==> config.mk <==
export PLATFORM = sky130hd
export DESIGN_NAME = grf_read_port_flat
export DESIGN_NICKNAME = d
export VERILOG_FILES = /design/src/rtl/grf_read_port_if.sv /design/src/rtl/grf_read_port.sv /design/src/flat_wrapper.sv
export SDC_FILE = /design/constraint.sdc
export NUM_CORES = 2
export LEC_CHECK = 0
export BUFFER_PORTS_ARGS = -buffer_cell sky130_fd_sc_hd__clkbuf_2
export CAP_MARGIN = 20
export CELL_PAD_IN_SITES_DETAIL_PLACEMENT = 1
export CELL_PAD_IN_SITES_GLOBAL_PLACEMENT = 2
export CORE_MARGIN = 2
export CORE_UTILIZATION = 45
export DETAILED_ROUTE_END_ITERATION = 10
export PLACE_DENSITY_LB_ADDON = 0.3
export SKIP_CTS_REPAIR_TIMING = 1
export SLEW_MARGIN = 20
export SYNTH_ARGS = -nofsm -noshare
export SYNTH_HDL_FRONTEND = slang
export SYNTH_SLANG_ARGS = --single-unit
==> constraint.sdc <==
create_clock -name clk -period 2.65 [get_ports clk]
set_input_delay 0.1325 -clock clk [delete_from_list [all_inputs] [get_ports clk]]
set_output_delay 0.1325 -clock clk [all_outputs]
set_load 0.01 [all_outputs]
==> src/rtl/grf_read_port_if.sv <==
// grf_read_port_if: D-stage read and W-stage write bundle of the general register file
interface grf_read_port_if #(parameter int DW = 32, parameter int AW = 5, parameter int CW = 32);
  logic [AW-1:0] A1;
  logic [AW-1:0] A2;
  logic [DW-1:0] RD1;
  logic [DW-1:0] RD2;
  logic          RFWr;
  logic [AW-1:0] A3;
  logic [DW-1:0] WD;
  logic [31:0]   WPC;
  logic [CW-1:0] wr_cnt;
  modport master (output A1, A2, RFWr, A3, WD, WPC, input RD1, RD2, wr_cnt);
  modport slave (input A1, A2, RFWr, A3, WD, WPC, output RD1, RD2, wr_cnt);
endinterface

==> src/rtl/grf_read_port.sv <==
// grf_read_port: MIPS register file with two bypassed read ports and a retired-write counter; GRF_LOG_EN enables write logging
module grf_read_port #(
  parameter int DW = 32,
  parameter int AW = 5,
  parameter int CW = 32
) (
  input logic clk,
  input logic reset,
  grf_read_port_if.slave b
);
  localparam int NREG = 2 ** AW;
  logic [DW-1:0] r_reg [NREG];
  logic [CW-1:0] r_wr_cnt;
  logic          w_we;
  assign w_we = b.RFWr && (b.A3 != '0);
  always_ff @(posedge clk) begin
    if (reset) begin
      for (int i = 0; i < NREG; i++) r_reg[i] <= '0;
      r_wr_cnt <= '0;
    end else if (w_we) begin
      r_reg[b.A3] <= b.WD;
      r_wr_cnt <= r_wr_cnt + 1'b1;
    end
  end
  // W->D bypass: a same-cycle write wins over the stored value
  assign b.RD1 = (b.A1 == '0) ? '0 : (b.RFWr && b.A3 == b.A1) ? b.WD : r_reg[b.A1];
  assign b.RD2 = (b.A2 == '0) ? '0 : (b.RFWr && b.A3 == b.A2) ? b.WD : r_reg[b.A2];
  assign b.wr_cnt = r_wr_cnt;
`ifdef GRF_LOG_EN
  always_ff @(posedge clk) begin
    if (!reset && w_we) $display("%d@%h: $%d <= %h", $time, b.WPC, b.A3, b.WD);
  end
`else
  logic w_unused_wpc;
  assign w_unused_wpc = ^b.WPC;
`endif
endmodule

==> src/flat_wrapper.sv <==
// flat-port wrapper written by rule: the top's interface ports become plain ports
module grf_read_port_flat 
#(
  parameter int DW = 32,
  parameter int AW = 5,
  parameter int CW = 32
)
  (clk, reset, b_A1, b_A2, b_RFWr, b_A3, b_WD, b_WPC, b_RD1, b_RD2, b_wr_cnt);
  grf_read_port_if #(.DW(DW), .AW(AW), .CW(CW)) b_i ();
  input logic clk;
  input logic reset;
  input wire logic [$bits(b_i.A1)-1:0] b_A1;
  input wire logic [$bits(b_i.A2)-1:0] b_A2;
  input wire logic [$bits(b_i.RFWr)-1:0] b_RFWr;
  input wire logic [$bits(b_i.A3)-1:0] b_A3;
  input wire logic [$bits(b_i.WD)-1:0] b_WD;
  input wire logic [$bits(b_i.WPC)-1:0] b_WPC;
  output wire logic [$bits(b_i.RD1)-1:0] b_RD1;
  output wire logic [$bits(b_i.RD2)-1:0] b_RD2;
  output wire logic [$bits(b_i.wr_cnt)-1:0] b_wr_cnt;
  assign b_i.A1 = b_A1;
  assign b_i.A2 = b_A2;
  assign b_i.RFWr = b_RFWr;
  assign b_i.A3 = b_A3;
  assign b_i.WD = b_WD;
  assign b_i.WPC = b_WPC;
  assign b_RD1 = b_i.RD1;
  assign b_RD2 = b_i.RD2;
  assign b_wr_cnt = b_i.wr_cnt;
  grf_read_port #(.DW(DW), .AW(AW), .CW(CW)) u_core (.clk(clk), .reset(reset), .b(b_i));
endmodule
==> key figures <==
Status
  • Status: finished with violations
  • Failing checks: hold timing, setup timing

Power and ir drop
  • Internal: 31.6 mW
  • VDD IR max: 0.000593 V
  • Switching part of the total power: 0.264
  • Clock power share: 0.396
  • PwrDens: 632 nW/um^2
  • Sequential power share: 0.459
  • Comb power frac: 0.145
  • Total power: 42.9 mW
  • Lkg Pwr: 24.0 nW
  • Psw: 11.3 mW

Clocking
  • Clock Sinks: 1056
  • Max Root-Sink Buffers: 3
  • CTS Buf Count: 117
  • Clk_lat worst skew: 0.76 ns
  • CTS root buf: clkbuf_16
  • CTS tree: built
  • Max H-tree Level: 3
  • Reg clk slew, reported paths: 0.06 ns

Layout
  • Largest register FFs: 1024
  • Share of cells above drive strength 1: 0.326
  • Fin area: 67900 um^2
  • Area Overhead vs Synth: 18.9%
  • Fillers: 12000
  • Nets@finish: 4356

Synth
  • Seq/Total Area, Yosys: 0.549
  • Synth top area cells: edfxtp_1 54%, mux4_2 16%, and2_1 11%, mux2i_1 2.8%, clkbuf_1 1.7%
  • EDFF count, synth: 1024
  • Unique masters post-synth: 71
  • Syn Area/Cell: 14.3 um^2
  • Post-synth top cells: 1024 x edfxtp_1, 999 x and2_1, 418 x mux4_2
  • Most common cell in the netlist: edfxtp_1
  • Register bit total from synthesis: 1056
  • Leading area contributor after synthesis: edfxtp_1
  • Post-Syn Area: 57100 um^2
  • Post-synth top area share: 0.538
  • Top_reg_cell synth: edfxtp_1
  • Ys Warns: 0
  • Post-synth ARST share: 0
  • Synth Instances: 3991

Drt
  • DR iter-0 viols: 6944
  • WL per Instance: 39.1 um
  • Vias: 41300
  • DRC viols: 0
  • Via density: 6.85
  • DRT Pass-1 Iters: 5
  • Post-route ant nets: 0
  • Final wirelength: 236000 um

Floorplan
  • Die footprint: 130000 um^2
  • Core Box Area: 126000 um^2
  • Ports: 178
  • Die X: 360 um
  • Starting Density: 0.454
  • Die height: 360 um
  • Row Count: 130

Worst setup path
  • Type of origin of the critical path: flop
  • Setup crit end kind: output port
  • Crit path kind: reg -> out
  • CP Data Arrival Time: 2.71 ns
  • Worst EP required: 2.52 ns
  • Crit path max fanout: 2

Timing
  • Final worst setup slack: -0.191 ns
  • Setup TNS: -1.65 ns
  • Worst Clk Skew: 0.0147 ns
  • RSZ-0062 raised after global routing: true
  • Normalized max-slew margin: 0.172
  • Tcrit/Tclk final: 1.07
  • Fmax: 352 MHz
  • Crit path time final: 2.84 ns
  • Number of hold violations in the final report: 1
  • Final setup violation count: 16
  • Worst slew pin tran: 1.24 ns
  • Slew Limit Fails: 0
  • Hold_ws: -0.00256 ns

GRT
  • GRT met2 Usage: 0.544
  • Most Crowded Layer GR: met2
  • Largest net degree at the start of global routing: 53
  • Initial antenna violation count: 25
  • GR Util All Layers: 0.358
  • Vias in the first global route: 41700
  • M1 GR Usage: 0.491
  • First-pass GRT wire length: 325000 um
  • Gr ovfl total: 0
  • Met3 GRT Util: 0.0802

Place
  • GPL Wtd Cong: 0.891
  • Dpl cell area: 62800 um^2
  • Detailed placement HPWL: 148000 um
  • IO Port Bufs: 145

Min path
  • Min-delay worst type: in -> reg

Job
  • Max-cap check violation count: 0
==> layer usage <==
layer / share of wire / vias up
li1: - / 15900
met3: 0.13 / 618
met5: 0.000081 / -
met2: 0.45 / 3116
met1: 0.37 / 21600
met4: 0.051 / 2
==> power by group through the flow <==
stage / clock network (mW) / registers (mW) / logic (mW)
after floorplan: 0 / 19.8 / 3.15
after detailed placement: 0 / 20.0 / 5.74
final: 17.0 / 19.7 / 6.21
after global placement: 0 / 19.9 / 5.67
after global routing: 17.7 / 19.8 / 6.34
after CTS: 17.1 / 19.7 / 5.77
==> critical path, cell delays in order (launching register included) <==
cell,delay (ns)
edfxtp_1,0.41
mux4_2,0.54
o22ai_2,0.23
nor2_2,0.08
a221o_2,0.49
buf_6,0.17
==> stage by stage <==
stage / util / setup WS, ns / cells
after floorplan: - / 0.521 / 4022
after global placement: 0.500 / -0.265 / 5793
after detailed placement: 0.500 / -0.254 / 5793
after CTS: 0.531 / -0.522 / 6012
after global routing: 0.540 / -0.222 / 6024
final: 0.540 / -0.191 / 6030
==> placed cells by master, fill, tap and decap left out, types with 10 or more instances in the layout <==
cell,Yosys,routed
buf_6,23,12
and3_1,10,10
a221o_1,17,16
and2_1,999,999
or3_1,14,14
nor2_4,8,36
mux2i_1,160,156
nor2_1,103,65
clkbuf_2,12,119
clkbuf_1,252,17
a22oi_1,102,77
nand2b_1,18,15
inv_1,13,11
buf_12,10,139
a221oi_2,4,29
o22ai_1,93,66
buf_4,17,263
o21ai_0,85,70
nor2_2,0,10
conb_1,1,32
nand2_1,49,42
dfxtp_1,32,32
mux2_2,27,26
a221oi_1,62,34
o22ai_2,0,23
a21oi_1,42,37
clkinv_1,1,23
nor3_1,17,14
mux4_2,418,420
bufinv_16,0,16
a22oi_2,0,25
or2_2,36,36
xor2_1,17,17
nand4_1,15,15
edfxtp_1,1024,1024
clkinv_2,0,31
clkbuf_16,0,120
o21ai_1,10,17
nand3_1,31,28
o2111a_1,15,14
==> cells by family after synthesis <==
| logic type | Yosys count | share of synthesized area |
|---|---|---|
| adder cells (fa/ha/maj) | 1 | 0.000219 |
| other | 1 | 0.0000656 |
| multiplexers | 610 | 0.200 |
| flip-flops | 1056 | 0.549 |
| AND/OR/NAND/NOR | 1365 | 0.144 |
| buffers and inverters | 431 | 0.0396 |
| XOR/XNOR | 26 | 0.00399 |
| AO/OA/AOI/OAI | 501 | 0.0623 |
==> layout make-up <==
cell class / instances / area [um^2] / area share
Multi-Input combinational cell: 2535 / 24800 / 0.366
Clock inverter: 82 / 836 / 0.0123
Timing Repair Buffer: 549 / 5650 / 0.0831
Clock buffer: 137 / 3070 / 0.0451
Antenna cell: 7 / 17.5 / 0.000258
Sequential cell: 1056 / 31400 / 0.462
Inverter: 14 / 56.3 / 0.000829
Tap cell: 1650 / 2060 / 0.0304
==> worst paths after layout <==
kind	startpoint	end	slack [ns]	cells after the start
setup / recovery	u_core.r_reg[4][19]	b_RD2[19]	-0.19	5
hold / removal	b_WD[19]	u_core.r_reg[9][19]	-0.003	2
setup reg to reg	u_core.b.wr_cnt[0]	u_core.b.wr_cnt[29]	0.51	6
hold reg to reg	u_core.b.wr_cnt[31]	u_core.b.wr_cnt[31]	0.50	2
Power figures use the tool's default switching activity.
